<file path="src/rtl/spmm_row_engine_pkg.sv">
`default_nettype none
// ============================================================================
//  Module   : spmm_row_engine_pkg
//  Purpose  : Shared widths, FSM state type and helpers for the sparse
//             H*W row engine (GAT projection stage).
//  Contents : c_* default widths, state_t, idx_width()
//  Revision : 1.0  initial release
// ============================================================================
package spmm_row_engine_pkg;

    localparam int c_DATA_WIDTH    = 8;
    localparam int c_H_NUM_OF_COLS = 5;
    localparam int c_W_NUM_OF_ROWS = c_H_NUM_OF_COLS;
    localparam int c_W_NUM_OF_COLS = 3;
    localparam int c_NUM_OF_NODES  = 5;
    localparam int c_COL_IDX_WIDTH = $clog2(c_H_NUM_OF_COLS);
    // A row may hold all H_NUM_OF_COLS nonzeros, so the length needs one extra code.
    localparam int c_ROW_LEN_WIDTH = $clog2(c_H_NUM_OF_COLS + 1);
    // Sum of at most H_NUM_OF_COLS full-width products: never overflows.
    localparam int c_ACC_WIDTH     = 2 * c_DATA_WIDTH + $clog2(c_H_NUM_OF_COLS + 1);

    typedef enum logic [1:0] {
        IDLE  = 2'd0,
        ACCUM = 2'd1,
        EMIT  = 2'd2
    } state_t;

    // Width of a counter over n values; a single-node graph still needs one bit.
    function automatic int idx_width(input int n);
        return (n > 1) ? $clog2(n) : 1;
    endfunction

endpackage
`default_nettype wire

</file>
<file path="src/rtl/spmm_row_engine_if.sv">
`default_nettype none
// ============================================================================
//  Module   : spmm_row_engine_if
//  Purpose  : Bundles the row-header, nonzero and result handshakes plus the
//             weight matrix and status flags of spmm_row_engine.
//  Modports : master - scheduler / downstream side (drives *_i)
//             slave  - engine side (drives *_o)
//  Revision : 1.0  initial release
// ============================================================================
interface spmm_row_engine_if
    import spmm_row_engine_pkg::*;
#(
    parameter int DATA_WIDTH    = c_DATA_WIDTH,
    parameter int W_NUM_OF_ROWS = c_W_NUM_OF_ROWS,
    parameter int W_NUM_OF_COLS = c_W_NUM_OF_COLS,
    parameter int COL_IDX_WIDTH = c_COL_IDX_WIDTH,
    parameter int ROW_LEN_WIDTH = c_ROW_LEN_WIDTH,
    parameter int ACC_WIDTH     = c_ACC_WIDTH,
    parameter int ROW_IDX_WIDTH = idx_width(c_NUM_OF_NODES)
);

    // Row header
    logic                                          row_valid_i;
    logic                                          row_ready_o;
    logic [ROW_LEN_WIDTH-1:0]                      row_len_i;
    logic                                          row_flag_i;
    // Nonzero stream
    logic                                          nz_valid_i;
    logic                                          nz_ready_o;
    logic [COL_IDX_WIDTH-1:0]                      nz_col_idx_i;
    logic [DATA_WIDTH-1:0]                         nz_value_i;
    // Flattened row-major weight matrix
    logic [W_NUM_OF_ROWS*W_NUM_OF_COLS*DATA_WIDTH-1:0] weight_i;
    // Result
    logic                                          res_valid_o;
    logic                                          res_ready_i;
    logic [W_NUM_OF_COLS*ACC_WIDTH-1:0]            res_data_o;
    logic                                          res_flag_o;
    logic [ROW_IDX_WIDTH-1:0]                      res_row_idx_o;
    // Status
    logic                                          busy_o;
    logic                                          err_o;

    modport master (
        output row_valid_i, row_len_i, row_flag_i,
        output nz_valid_i, nz_col_idx_i, nz_value_i,
        output weight_i, res_ready_i,
        input  row_ready_o, nz_ready_o,
        input  res_valid_o, res_data_o, res_flag_o, res_row_idx_o,
        input  busy_o, err_o
    );

    modport slave (
        input  row_valid_i, row_len_i, row_flag_i,
        input  nz_valid_i, nz_col_idx_i, nz_value_i,
        input  weight_i, res_ready_i,
        output row_ready_o, nz_ready_o,
        output res_valid_o, res_data_o, res_flag_o, res_row_idx_o,
        output busy_o, err_o
    );

endinterface
`default_nettype wire

</file>
<file path="src/rtl/spmm_row_engine_mac_lane.sv">
`default_nettype none
// ============================================================================
//  Module   : spmm_mac_lane
//  Purpose  : One output-feature lane: selects W[col_idx][LANE], multiplies it
//             by the nonzero value and accumulates into a clearable register.
//  Ports    : clk, rst           clock, async active-high reset
//             i_clear            zero the accumulator (new row)
//             i_enable           add the current product
//             i_col_idx/i_value  current nonzero
//             i_weight           full flattened W matrix
//             o_acc              accumulated lane sum
//  Revision : 1.0  initial release
// ============================================================================
module spmm_mac_lane
    import spmm_row_engine_pkg::*;
#(
    parameter int DATA_WIDTH    = c_DATA_WIDTH,
    parameter int W_NUM_OF_ROWS = c_W_NUM_OF_ROWS,
    parameter int W_NUM_OF_COLS = c_W_NUM_OF_COLS,
    parameter int COL_IDX_WIDTH = c_COL_IDX_WIDTH,
    parameter int ACC_WIDTH     = c_ACC_WIDTH,
    parameter int LANE          = 0
) (
    input  wire logic                                              clk,
    input  wire logic                                              rst,
    input  wire logic                                              i_clear,
    input  wire logic                                              i_enable,
    input  wire logic [COL_IDX_WIDTH-1:0]                          i_col_idx,
    input  wire logic [DATA_WIDTH-1:0]                             i_value,
    input  wire logic [W_NUM_OF_ROWS*W_NUM_OF_COLS*DATA_WIDTH-1:0] i_weight,
    output logic      [ACC_WIDTH-1:0]                              o_acc
);

    logic [DATA_WIDTH-1:0] w_weight;
    logic [ACC_WIDTH-1:0]  w_product;
    logic [ACC_WIDTH-1:0]  r_acc;

    // Indices with no matching weight row select zero, so an out-of-range
    // column contributes nothing to the sum.
    always_comb begin
        w_weight = '0;
        for (int r = 0; r < W_NUM_OF_ROWS; r++) begin
            if (i_col_idx == COL_IDX_WIDTH'(r)) begin
                w_weight = i_weight[(r*W_NUM_OF_COLS+LANE)*DATA_WIDTH +: DATA_WIDTH];
            end
        end
    end

    assign w_product = ACC_WIDTH'(i_value) * ACC_WIDTH'(w_weight);

    always_ff @(posedge clk or posedge rst) begin
        if (rst) begin
            r_acc <= '0;
        end else if (i_clear) begin
            r_acc <= '0;
        end else if (i_enable) begin
            r_acc <= r_acc + w_product;
        end
    end

    assign o_acc = r_acc;

endmodule
`default_nettype wire

</file>
<file path="src/rtl/spmm_row_engine.sv">
`default_nettype none
// ============================================================================
//  Module   : spmm_row_engine
//  Purpose  : Computes one row of H*W per node. Takes a row header, then
//             row_len nonzeros, MACs each one against W[col_idx][*] in all
//             lanes at once, and hands the finished vector downstream.
//  Ports    : clk, rst  clock, async active-high reset
//             bus       spmm_row_engine_if.slave (header, nonzero and result
//                       handshakes, weight matrix, busy/err status)
//  Revision : 1.0  initial release
// ============================================================================
module spmm_row_engine
    import spmm_row_engine_pkg::*;
#(
    parameter int DATA_WIDTH    = c_DATA_WIDTH,
    parameter int H_NUM_OF_COLS = c_H_NUM_OF_COLS,
    parameter int W_NUM_OF_ROWS = H_NUM_OF_COLS,
    parameter int W_NUM_OF_COLS = c_W_NUM_OF_COLS,
    parameter int NUM_OF_NODES  = c_NUM_OF_NODES,
    parameter int COL_IDX_WIDTH = $clog2(H_NUM_OF_COLS),
    parameter int ROW_LEN_WIDTH = $clog2(H_NUM_OF_COLS + 1),
    parameter int ACC_WIDTH     = 2 * DATA_WIDTH + $clog2(H_NUM_OF_COLS + 1)
) (
    input  wire logic         clk,
    input  wire logic         rst,
    spmm_row_engine_if.slave  bus
);

    localparam int c_ROW_IDX_WIDTH = idx_width(NUM_OF_NODES);

    state_t                    r_state;
    state_t                    w_state_next;
    logic [ROW_LEN_WIDTH-1:0]  r_row_len;
    logic [ROW_LEN_WIDTH-1:0]  r_cnt;
    logic                      r_flag;
    logic                      r_err;
    logic [c_ROW_IDX_WIDTH-1:0] r_row_idx;

    logic w_row_hs;
    logic w_nz_hs;
    logic w_res_hs;
    logic w_last_nz;
    logic w_bad_col;

    logic [W_NUM_OF_COLS-1:0][ACC_WIDTH-1:0] w_acc;

    // ------------------------------------------------------------------
    // State register
    // ------------------------------------------------------------------
    always_ff @(posedge clk or posedge rst) begin
        if (rst) begin
            r_state <= IDLE;
        end else begin
            r_state <= w_state_next;
        end
    end

    // ------------------------------------------------------------------
    // Next state, handshakes and state-decoded outputs
    // ------------------------------------------------------------------
    always_comb begin
        w_state_next    = r_state;
        bus.row_ready_o = 1'b0;
        bus.nz_ready_o  = 1'b0;
        bus.res_valid_o = 1'b0;
        bus.busy_o      = 1'b1;

        unique case (r_state)
            IDLE: begin
                bus.row_ready_o = 1'b1;
                bus.busy_o      = 1'b0;
            end
            ACCUM: begin
                bus.nz_ready_o = 1'b1;
            end
            EMIT: begin
                bus.res_valid_o = 1'b1;
            end
            default: begin
                bus.busy_o = 1'b1;
            end
        endcase

        w_row_hs  = bus.row_valid_i && bus.row_ready_o;
        w_nz_hs   = bus.nz_valid_i  && bus.nz_ready_o;
        w_res_hs  = bus.res_valid_o && bus.res_ready_i;
        w_last_nz = (r_cnt == r_row_len - ROW_LEN_WIDTH'(1));
        w_bad_col = (int'(bus.nz_col_idx_i) >= W_NUM_OF_ROWS);

        unique case (r_state)
            IDLE: begin
                if (w_row_hs) begin
                    // An empty row skips accumulation and emits the cleared vector.
                    w_state_next = (bus.row_len_i == '0) ? EMIT : ACCUM;
                end
            end
            ACCUM: begin
                if (w_nz_hs && w_last_nz) begin
                    w_state_next = EMIT;
                end
            end
            EMIT: begin
                if (w_res_hs) begin
                    w_state_next = IDLE;
                end
            end
            default: begin
                w_state_next = IDLE;
            end
        endcase
    end

    // ------------------------------------------------------------------
    // Row bookkeeping: length, flag, nonzero counter, row index, error
    // ------------------------------------------------------------------
    always_ff @(posedge clk or posedge rst) begin
        if (rst) begin
            r_row_len <= '0;
            r_flag    <= 1'b0;
            r_cnt     <= '0;
            r_row_idx <= '0;
            r_err     <= 1'b0;
        end else begin
            if (w_row_hs) begin
                r_row_len <= bus.row_len_i;
                r_flag    <= bus.row_flag_i;
                r_cnt     <= '0;
            end else if (w_nz_hs) begin
                r_cnt <= r_cnt + ROW_LEN_WIDTH'(1);
            end

            // Sticky until reset; the offending term itself adds zero.
            if (w_nz_hs && w_bad_col) begin
                r_err <= 1'b1;
            end

            if (w_res_hs) begin
                if (r_row_idx == c_ROW_IDX_WIDTH'(NUM_OF_NODES - 1)) begin
                    r_row_idx <= '0;
                end else begin
                    r_row_idx <= r_row_idx + c_ROW_IDX_WIDTH'(1);
                end
            end
        end
    end

    // ------------------------------------------------------------------
    // Parallel MAC lanes, one per output feature
    // ------------------------------------------------------------------
    generate
        for (genvar g = 0; g < W_NUM_OF_COLS; g++) begin : g_lane
            spmm_mac_lane #(
                .DATA_WIDTH    (DATA_WIDTH),
                .W_NUM_OF_ROWS (W_NUM_OF_ROWS),
                .W_NUM_OF_COLS (W_NUM_OF_COLS),
                .COL_IDX_WIDTH (COL_IDX_WIDTH),
                .ACC_WIDTH     (ACC_WIDTH),
                .LANE          (g)
            ) u_lane (
                .clk       (clk),
                .rst       (rst),
                .i_clear   (w_row_hs),
                .i_enable  (w_nz_hs),
                .i_col_idx (bus.nz_col_idx_i),
                .i_value   (bus.nz_value_i),
                .i_weight  (bus.weight_i),
                .o_acc     (w_acc[g])
            );
        end
    endgenerate

    // Accumulators are untouched in EMIT, so the result holds while stalled.
    assign bus.res_data_o    = w_acc;
    assign bus.res_flag_o    = r_flag;
    assign bus.res_row_idx_o = r_row_idx;
    assign bus.err_o         = r_err;

endmodule
`default_nettype wire

</file>
<file path="src/flat_wrapper.sv">
// flat-port wrapper written by rule: the top's interface ports become plain ports
module spmm_row_engine_flat import spmm_row_engine_pkg::*;
#(
    parameter int DATA_WIDTH    = c_DATA_WIDTH,
    parameter int H_NUM_OF_COLS = c_H_NUM_OF_COLS,
    parameter int W_NUM_OF_ROWS = H_NUM_OF_COLS,
    parameter int W_NUM_OF_COLS = c_W_NUM_OF_COLS,
    parameter int NUM_OF_NODES  = c_NUM_OF_NODES,
    parameter int COL_IDX_WIDTH = $clog2(H_NUM_OF_COLS),
    parameter int ROW_LEN_WIDTH = $clog2(H_NUM_OF_COLS + 1),
    parameter int ACC_WIDTH     = 2 * DATA_WIDTH + $clog2(H_NUM_OF_COLS + 1)
)
  (clk, rst, bus_row_valid_i, bus_row_len_i, bus_row_flag_i, bus_nz_valid_i, bus_nz_col_idx_i, bus_nz_value_i, bus_weight_i, bus_res_ready_i, bus_row_ready_o, bus_nz_ready_o, bus_res_valid_o, bus_res_data_o, bus_res_flag_o, bus_res_row_idx_o, bus_busy_o, bus_err_o);
  spmm_row_engine_if #(.DATA_WIDTH(DATA_WIDTH), .W_NUM_OF_ROWS(W_NUM_OF_ROWS), .W_NUM_OF_COLS(W_NUM_OF_COLS), .COL_IDX_WIDTH(COL_IDX_WIDTH), .ROW_LEN_WIDTH(ROW_LEN_WIDTH), .ACC_WIDTH(ACC_WIDTH)) bus_i ();
  input  wire logic clk;
  input  wire logic rst;
  input wire logic [$bits(bus_i.row_valid_i)-1:0] bus_row_valid_i;
  input wire logic [$bits(bus_i.row_len_i)-1:0] bus_row_len_i;
  input wire logic [$bits(bus_i.row_flag_i)-1:0] bus_row_flag_i;
  input wire logic [$bits(bus_i.nz_valid_i)-1:0] bus_nz_valid_i;
  input wire logic [$bits(bus_i.nz_col_idx_i)-1:0] bus_nz_col_idx_i;
  input wire logic [$bits(bus_i.nz_value_i)-1:0] bus_nz_value_i;
  input wire logic [$bits(bus_i.weight_i)-1:0] bus_weight_i;
  input wire logic [$bits(bus_i.res_ready_i)-1:0] bus_res_ready_i;
  output wire logic [$bits(bus_i.row_ready_o)-1:0] bus_row_ready_o;
  output wire logic [$bits(bus_i.nz_ready_o)-1:0] bus_nz_ready_o;
  output wire logic [$bits(bus_i.res_valid_o)-1:0] bus_res_valid_o;
  output wire logic [$bits(bus_i.res_data_o)-1:0] bus_res_data_o;
  output wire logic [$bits(bus_i.res_flag_o)-1:0] bus_res_flag_o;
  output wire logic [$bits(bus_i.res_row_idx_o)-1:0] bus_res_row_idx_o;
  output wire logic [$bits(bus_i.busy_o)-1:0] bus_busy_o;
  output wire logic [$bits(bus_i.err_o)-1:0] bus_err_o;
  assign bus_i.row_valid_i = bus_row_valid_i;
  assign bus_i.row_len_i = bus_row_len_i;
  assign bus_i.row_flag_i = bus_row_flag_i;
  assign bus_i.nz_valid_i = bus_nz_valid_i;
  assign bus_i.nz_col_idx_i = bus_nz_col_idx_i;
  assign bus_i.nz_value_i = bus_nz_value_i;
  assign bus_i.weight_i = bus_weight_i;
  assign bus_i.res_ready_i = bus_res_ready_i;
  assign bus_row_ready_o = bus_i.row_ready_o;
  assign bus_nz_ready_o = bus_i.nz_ready_o;
  assign bus_res_valid_o = bus_i.res_valid_o;
  assign bus_res_data_o = bus_i.res_data_o;
  assign bus_res_flag_o = bus_i.res_flag_o;
  assign bus_res_row_idx_o = bus_i.res_row_idx_o;
  assign bus_busy_o = bus_i.busy_o;
  assign bus_err_o = bus_i.err_o;
  spmm_row_engine #(.DATA_WIDTH(DATA_WIDTH), .H_NUM_OF_COLS(H_NUM_OF_COLS), .W_NUM_OF_ROWS(W_NUM_OF_ROWS), .W_NUM_OF_COLS(W_NUM_OF_COLS), .NUM_OF_NODES(NUM_OF_NODES), .COL_IDX_WIDTH(COL_IDX_WIDTH), .ROW_LEN_WIDTH(ROW_LEN_WIDTH), .ACC_WIDTH(ACC_WIDTH)) u_core (.clk(clk), .rst(rst), .bus(bus_i));
endmodule
</file>
<file path="config.mk">
export PLATFORM = sky130hd
export DESIGN_NAME = spmm_row_engine_flat
export DESIGN_NICKNAME = d
export VERILOG_FILES = /design/src/rtl/spmm_row_engine_pkg.sv /design/src/rtl/spmm_row_engine_if.sv /design/src/rtl/spmm_row_engine_mac_lane.sv /design/src/rtl/spmm_row_engine.sv /design/src/flat_wrapper.sv
export SDC_FILE = /design/constraint.sdc
export NUM_CORES = 1
export LEC_CHECK = 0
export CAP_MARGIN = 20
export CORE_MARGIN = 1
export CORE_UTILIZATION = 60
export DETAILED_ROUTE_END_ITERATION = 7
export GPL_TIMING_DRIVEN = 1
export PLACE_DENSITY_LB_ADDON = 0.08
export SLEW_MARGIN = 10
export SYNTH_ARGS = -nofsm -noshare
export SYNTH_HDL_FRONTEND = slang
export SYNTH_HIERARCHICAL = 1
export SYNTH_SLANG_ARGS = --single-unit
</file>
<file path="constraint.sdc">
create_clock -name clk -period 8.5 [get_ports clk]
set_clock_uncertainty 0.15 [all_clocks]
set_input_delay 2.55 -clock clk [delete_from_list [all_inputs] [get_ports clk]]
set_output_delay 2.55 -clock clk [all_outputs]
set_load 0.05 [all_outputs]
</file>
# Yosys cells after proc, flatten, opt, wreduce, memory -nomap -nowiden
# Index checks and enable logic that the tools add are counted.
[op_classes] n_addsub=6 mul=3 n_div=0 magnitude_cmp=1 eq_ne=11 n_shift=0 muxes=33 bitwise_logic=0 reduce_logical=10
[op_table] operator="2-to-1 mux 8 bit" count=15
[op_table] operator="2-to-1 mux 19 bit" count=6
[op_table] operator="adder 19 x 16 -> 19 bit" count=3
[op_table] operator="multiplier 8 x 8 -> 16 bit" count=3
[op_table] operator="2-to-1 mux 3 bit" count=3
[op_table] operator="2-to-1 mux 2 bit" count=4
[op_table] operator="adder 3 x 1 -> 3 bit (second input constant)" count=2
[op_table] operator="equality test 3 x 2 -> 1 bit (second input constant)" count=2
[op_table] operator="equality test 3 bit (second input constant)" count=2
[op_table] operator="logical NOT 3 bit" count=2
[op_table] operator="one-hot mux 2 bit (3 select lines)" count=1
[op_table] operator="logical AND 1 bit" count=5
[op_table] operator="2-to-1 mux 1 bit" count=4
[op_table] operator="inequality test 2 x 1 -> 1 bit (second input constant)" count=2
[op_table] operator="equality test 3 x 1 -> 1 bit (second input constant)" count=1
[op_table] operator="equality test 3 bit" count=1
[op_table] operator="greater-or-equal comparator 3 bit (second input constant)" count=1
[op_table] operator="AND reduction 3 bit" count=1
[op_table] operator="subtractor 3 x 1 -> 3 bit (second input constant)" count=1
[op_table] operator="equality test 2 x 1 -> 1 bit (second input constant)" count=1
[op_table] operator="equality test 2 bit (second input constant)" count=1
[op_table] operator="logical NOT 2 bit" count=1
[op_table] operator="inequality test 2 bit (second input constant)" count=1
[op_table] operator="nonzero test 2 bit" count=1
[totals] reg_bits=70 latchBits=0 ram_bits=0 mem_bits_ro=0 mem_count=0

# Depth between registers and ports, before layout
[logic_depth] ltp_word=10 depth_mapped=20

# Cells and area by module
# Netlist, hierarchy kept.
[by_module_without_submodules] module="spmm_mac_lane at u_core.g_lane[2].u_lane" instances=1 cells_per_inst=427 area_each_um2=3877.5
[by_module_without_submodules] module="spmm_mac_lane at u_core.g_lane[1].u_lane" instances=1 cells_per_inst=417 area_each_um2=3836.2
[by_module_without_submodules] module="spmm_mac_lane at u_core.g_lane[0].u_lane" instances=1 cells_per_inst=426 area_each_um2=3821.2
[by_module_without_submodules] module="spmm_row_engine" instances=1 cells_per_inst=69 area_each_um2=716.9

# Worst setup path after synthesis
# No wires, ideal clock.
[synth_timing] path_kind="input to register" start="input port bus_nz_col_idx_i[0]" end="register u_core.g_lane[1].u_lane.r_acc[18]" setup_ps=128 arrival_time_ps=7302 slack_ps=920 cell_stages=19 n_path_buf=1 cell_sequence="buf_4 > mux4_2 > nor2b_1 > a31oi_4 > nand2b_1 > fa_1 > fa_1 > inv_1 > fa_1 > inv_1 > fa_1 > inv_1 > ha_1 > a21o_1 > o21bai_4 > o2111ai_2 > o21ai_2 > o31ai_2 > mux2_1"
[synth_between] elab_chain_len=10 word_cells_on_any_way=14
[synth_lines] element="start: declaration" line_no="flat_wrapper.sv:21" source="input wire logic [$bits(bus_i.nz_col_idx_i)-1:0] bus_nz_col_idx_i;"
[synth_lines] element="logical NOT 3 bit" line_no="spmm_row_engine_mac_lane.sv:43" source="if (i_col_idx == COL_IDX_WIDTH'(r)) begin"
[synth_lines] element="2-to-1 mux 8 bit (4 in a row)" line_no="spmm_row_engine_mac_lane.sv:43"
[synth_lines] element="2-to-1 mux 8 bit (*)" line_no="spmm_row_engine_mac_lane.sv:43"
[synth_lines] element="multiplier 8 x 8 -> 16 bit (*)" line_no="spmm_row_engine_mac_lane.sv:49" source="assign w_product = ACC_WIDTH'(i_value) * ACC_WIDTH'(w_weight);"
[synth_lines] element="adder 19 x 16 -> 19 bit (*)" line_no="spmm_row_engine_mac_lane.sv:57" source="r_acc <= r_acc + w_product;"
[synth_lines] element="2-to-1 mux 19 bit (*)" line_no="spmm_row_engine_mac_lane.sv:56" source="end else if (i_enable) begin"
[synth_lines] element="2-to-1 mux 19 bit (*)" line_no="spmm_row_engine_mac_lane.sv:54" source="end else if (i_clear) begin"
[synth_lines] element="end signal: assignment" line_no="spmm_row_engine_mac_lane.sv:57"
[synth_lines] element="end: declaration" line_no="spmm_row_engine_mac_lane.sv:36" source="logic [ACC_WIDTH-1:0] r_acc;"
# Every way passes the cells marked *; elsewhere a longest branch is shown, timed or not. The select of a mux whose other input is x is not followed.
# A chain may end at the register's enable or synchronous reset.

# Worst setup path in the final report
[layout_timing] start="input port bus_nz_col_idx_i[0]" end="register u_core.g_lane[2].u_lane.r_acc[13]"
[layout_between] elab_chain_len=10 word_cells_on_any_way=14
[layout_lines] element="logical NOT 3 bit" line_no="spmm_row_engine_mac_lane.sv:43"
[layout_lines] element="2-to-1 mux 8 bit (4 in a row)" line_no="spmm_row_engine_mac_lane.sv:43"
[layout_lines] element="2-to-1 mux 8 bit (*)" line_no="spmm_row_engine_mac_lane.sv:43"
[layout_lines] element="multiplier 8 x 8 -> 16 bit (*)" line_no="spmm_row_engine_mac_lane.sv:49"
[layout_lines] element="adder 19 x 16 -> 19 bit (*)" line_no="spmm_row_engine_mac_lane.sv:57"
[layout_lines] element="2-to-1 mux 19 bit (*)" line_no="spmm_row_engine_mac_lane.sv:56"
[layout_lines] element="2-to-1 mux 19 bit (*)" line_no="spmm_row_engine_mac_lane.sv:54"
[layout_lines] element="end signal: assignment" line_no="spmm_row_engine_mac_lane.sv:57"
[layout_lines] element="end: declaration" line_no="spmm_row_engine_mac_lane.sv:36"
# Marked as above.

==> reports/metrics.cfg <==
[status]
outcome = finished, final reports clean

[placement]
place.gp.congestion = 0.941
dp.cells = 1822
portBuffers = 205
hpwlAfterDp_um = 26200

[clock_network]
cts_tree = yes
root_buffer = clkbuf_16
cts_buffer_depth = 2
clk_pin_slew_ns = 0.07
cts_resized = 0
cts_hold_buf = 0
cts.sink_count = 70
cts_buffers = 9
clock_latency_ns = 0.36
cts_max_level = 3
postCtsSetupBuffers = 0

[setup_path]
crit_family = adder cells
cp_max_fo = 15
cp.arrival_ns = 8.07
worstPathRequired_ns = 8.59
crit_buf_inv = 5
cpMostUsedCell = fa_1
reg2reg_slack_ns = 3.91
startpoint_type = input pin
endpoint_kind = flip-flop
critPathMaxStageDelay_ns = 0.55
r2r_end = u_core/g_lane[1].u_lane/o_acc[18]$_DFFE_PP0P_
path_cells = buf_2, buf_4, mux4_2, a22oi_2, buf_4, nor2b_1, fa_1, fa_1, fa_1, inv_1, fa_1, inv_1, ha_1, a21oi_1, o21ai_0, a21oi_1, or4b_1, o311ai_0
slowest_stage = mux4_2
r2r_start = u_core/g_lane[1].u_lane/o_acc[7]$_DFFE_PP0P_
path_class = input pin to flip-flop
rr_worst_depth = 15

[synthesis]
syn-instance-count = 1339
syn_avg_cell_area_um2 = 9.15
yosysUniqueCellTypes = 82
synth_area_leader_cell = fa_1
synth_edf_count = 0
async_reset_ff_share_pct = 100
yosysWarnings = 6
synth_fp_nets = 1756
synthMostInstantiatedCell = inv_1
yosys-top-cells-count = 308 x inv_1, 150 x fa_1, 127 x ha_1, 113 x nor2b_1, 85 x nand2_1
synthFlopType = dfrtp_1
syn_area_um2 = 12300
ys_seq_elements = 70
synth.top_cell.area_share_pct = 24.5
netlist_top_cells_area = fa_1 25%, dfrtp_1 14%, ha_1 13%
yosysSeqAreaShare_pct = 14.3

[final_layout]
antenna_cells = 0
area_growth_pct = 23.5
utilization_pct = 76.8
nets = 1985
final_cells = 1838
drive_gt1_share_pct = 8.26

[timing]
hold_violations = 0
slew_viol_final = 0
rsz0062_at_grt = false
fin_setup_tns_ns = 0
hold_ws_ns = 0.365
setup_viol = 0
worst_slew_pin_slew_ns = 0.918
max_slew_margin_pct = 38.7
min_period_ns = 7.98
fmax_mhz = 125
fin_crit_sh_pct = 93.9

[power]
cellPowerDensity_nw_per_um2 = 344
p_leak_nw = 7.45
irDropWorstVdd_uv = 236

[grt]
overflow = 0
groute.usage.overall_pct = 33.0
grt_pass1_vias = 10400
grt_max_degree = 43
grt_first_pass_wirelength_um = 52400
grt_antenna_before_repair = 1

[worst_hold_path]
hold_path.startpoint = u_core/g_lane[2].u_lane/o_acc[17]$_DFFE_PP0P_
hold_end = u_core/g_lane[2].u_lane/o_acc[17]$_DFFE_PP0P_
hold_path_depth = 2
min_path_type = flip-flop to flip-flop

[routing]
drt_iter0_markers = 568
vias = 10200
routed_wirelength_um = 32600
routed_via_density = 5.57
final_antenna_net_count = 0
wl_per_cell_um = 17.7
drt_first_pass_iters = 6
drc = 0

[floorplanning]
die_h_um = 145
die_width_um = 145
rows = 51
die_area_um2 = 21000
core_um2 = 19700
initial_utilization_pct = 62.1
pin_count = 206

[job]
cap_violations = 0

cells by family (layout without fill, tap and decap cells):
family                     Yosys count  count (layout)  synth area share (%)
and+or+nand+nor                    396             396                  17.5
buffers and inverters              340             574                  10.7
adders and majority gates          277             277                  37.5
AOI/OAI and AO/OA                  169             169                  10.6
DFF                                 70              70                  14.3
muxes                               57              57                  7.09
xor gates and xnor gates            30              30                  2.26
layout make-up:
cell class	count	area (um^2)
multi-input combinational	929	9190
fill	1425	4580
timing repair buffer	248	2360
sequential	70	1750
inverter	310	1160
tap	265	332
clock buffer	10	239
clock inverter	6	93.8
report_power, final:
part,switching [mW],internal [mW],total [mW]
clock,0.176,0.268,0.443
sequential,0.126,0.482,0.609
combinational,2.52,1.63,4.15
per-layer routing:
metal / part of all wire, % / up-vias / track usage [%]
li1: - / 4752 / -
met1: 41 / 5097 / 41.5
met2: 50 / 330 / 57.3
met3: 7.2 / 50 / 6.65
met4: 2.1 / 2 / 9.42
met5: 0.040 / - / 0
per-stage QoR:
stage	worst slack (ns)	instance area (um^2)	total power [mW]
3_3_place_gp	0.251	14800	4.58
5_1_grt	0.151	15100	5.74
2_1_floorplan	0.920	12300	3.69
4_1_cts	0.531	15100	5.19
6_report	0.518	15100	5.21
3_5_place_dp	0.129	14800	4.70
state kept, by name (all words and copies together), names as in the netlist:
register                    cells
u_core/g_lane.u_lane/o_acc     57
u_core/bus.res_row_idx_o        3
u_core/r_cnt                    3
u_core/r_row_len                3
u_core/r_state                  2
u_core/bus.err_o                1
u_core/bus.res_flag_o           1
placed cells by master, fill, tap and decap left out, types with 4 or more instances in the layout:
cell | synthesis | layout
nor2b_1 | 113 | 113
mux2i_1 | 29 | 29
and3_1 | 4 | 4
buf_4 | 2 | 43
clkbuf_16 | 0 | 9
nand2b_1 | 57 | 57
o21bai_1 | 4 | 4
o21ai_0 | 28 | 28
nand2_1 | 85 | 85
fa_1 | 150 | 150
o211ai_1 | 5 | 5
a31oi_1 | 7 | 7
nor2_1 | 63 | 63
nand3_1 | 17 | 17
o31ai_1 | 5 | 5
a21oi_1 | 40 | 40
and2_1 | 7 | 7
nor3_1 | 9 | 9
clkdlybuf4s50_1 | 0 | 203
a22oi_2 | 12 | 12
mux4_2 | 23 | 23
ha_1 | 127 | 127
a21o_1 | 12 | 12
inv_1 | 308 | 307
xnor2_1 | 13 | 13
dfrtp_1 | 70 | 70
a22o_1 | 4 | 4
a211oi_1 | 7 | 7
nand4_1 | 13 | 13
xor2_1 | 16 | 16
o21a_1 | 4 | 4
nand3b_1 | 6 | 6
tightest hold or removal path, stage by stage (launching register included):
cell and delay, ns:
dfrtp_1 0.37, nand2_1 0.06, o31ai_1 0.06
worst max-delay path by stage:
stage,slack (ns),from,to,depth (start not counted)
finish,0.52,bus_nz_col_idx_i[0],u_core/g_lane[2].u_lane/o_acc[13]$_DFFE_PP0P_,18
detailed placement,0.13,bus_nz_col_idx_i[0],u_core/g_lane[2].u_lane/o_acc[13]$_DFFE_PP0P_,17
global placement,0.25,bus_nz_col_idx_i[0],u_core/g_lane[2].u_lane/o_acc[18]$_DFFE_PP0P_,18
global route,0.15,bus_nz_col_idx_i[0],u_core/g_lane[2].u_lane/o_acc[15]$_DFFE_PP0P_,18
floorplan,0.92,bus_nz_col_idx_i[0],u_core/g_lane[1].u_lane/o_acc[18]$_DFFE_PP0P_,19
CTS,0.53,bus_nz_col_idx_i[0],u_core/g_lane[2].u_lane/o_acc[13]$_DFFE_PP0P_,17
(Power assumes the default switching activity.)
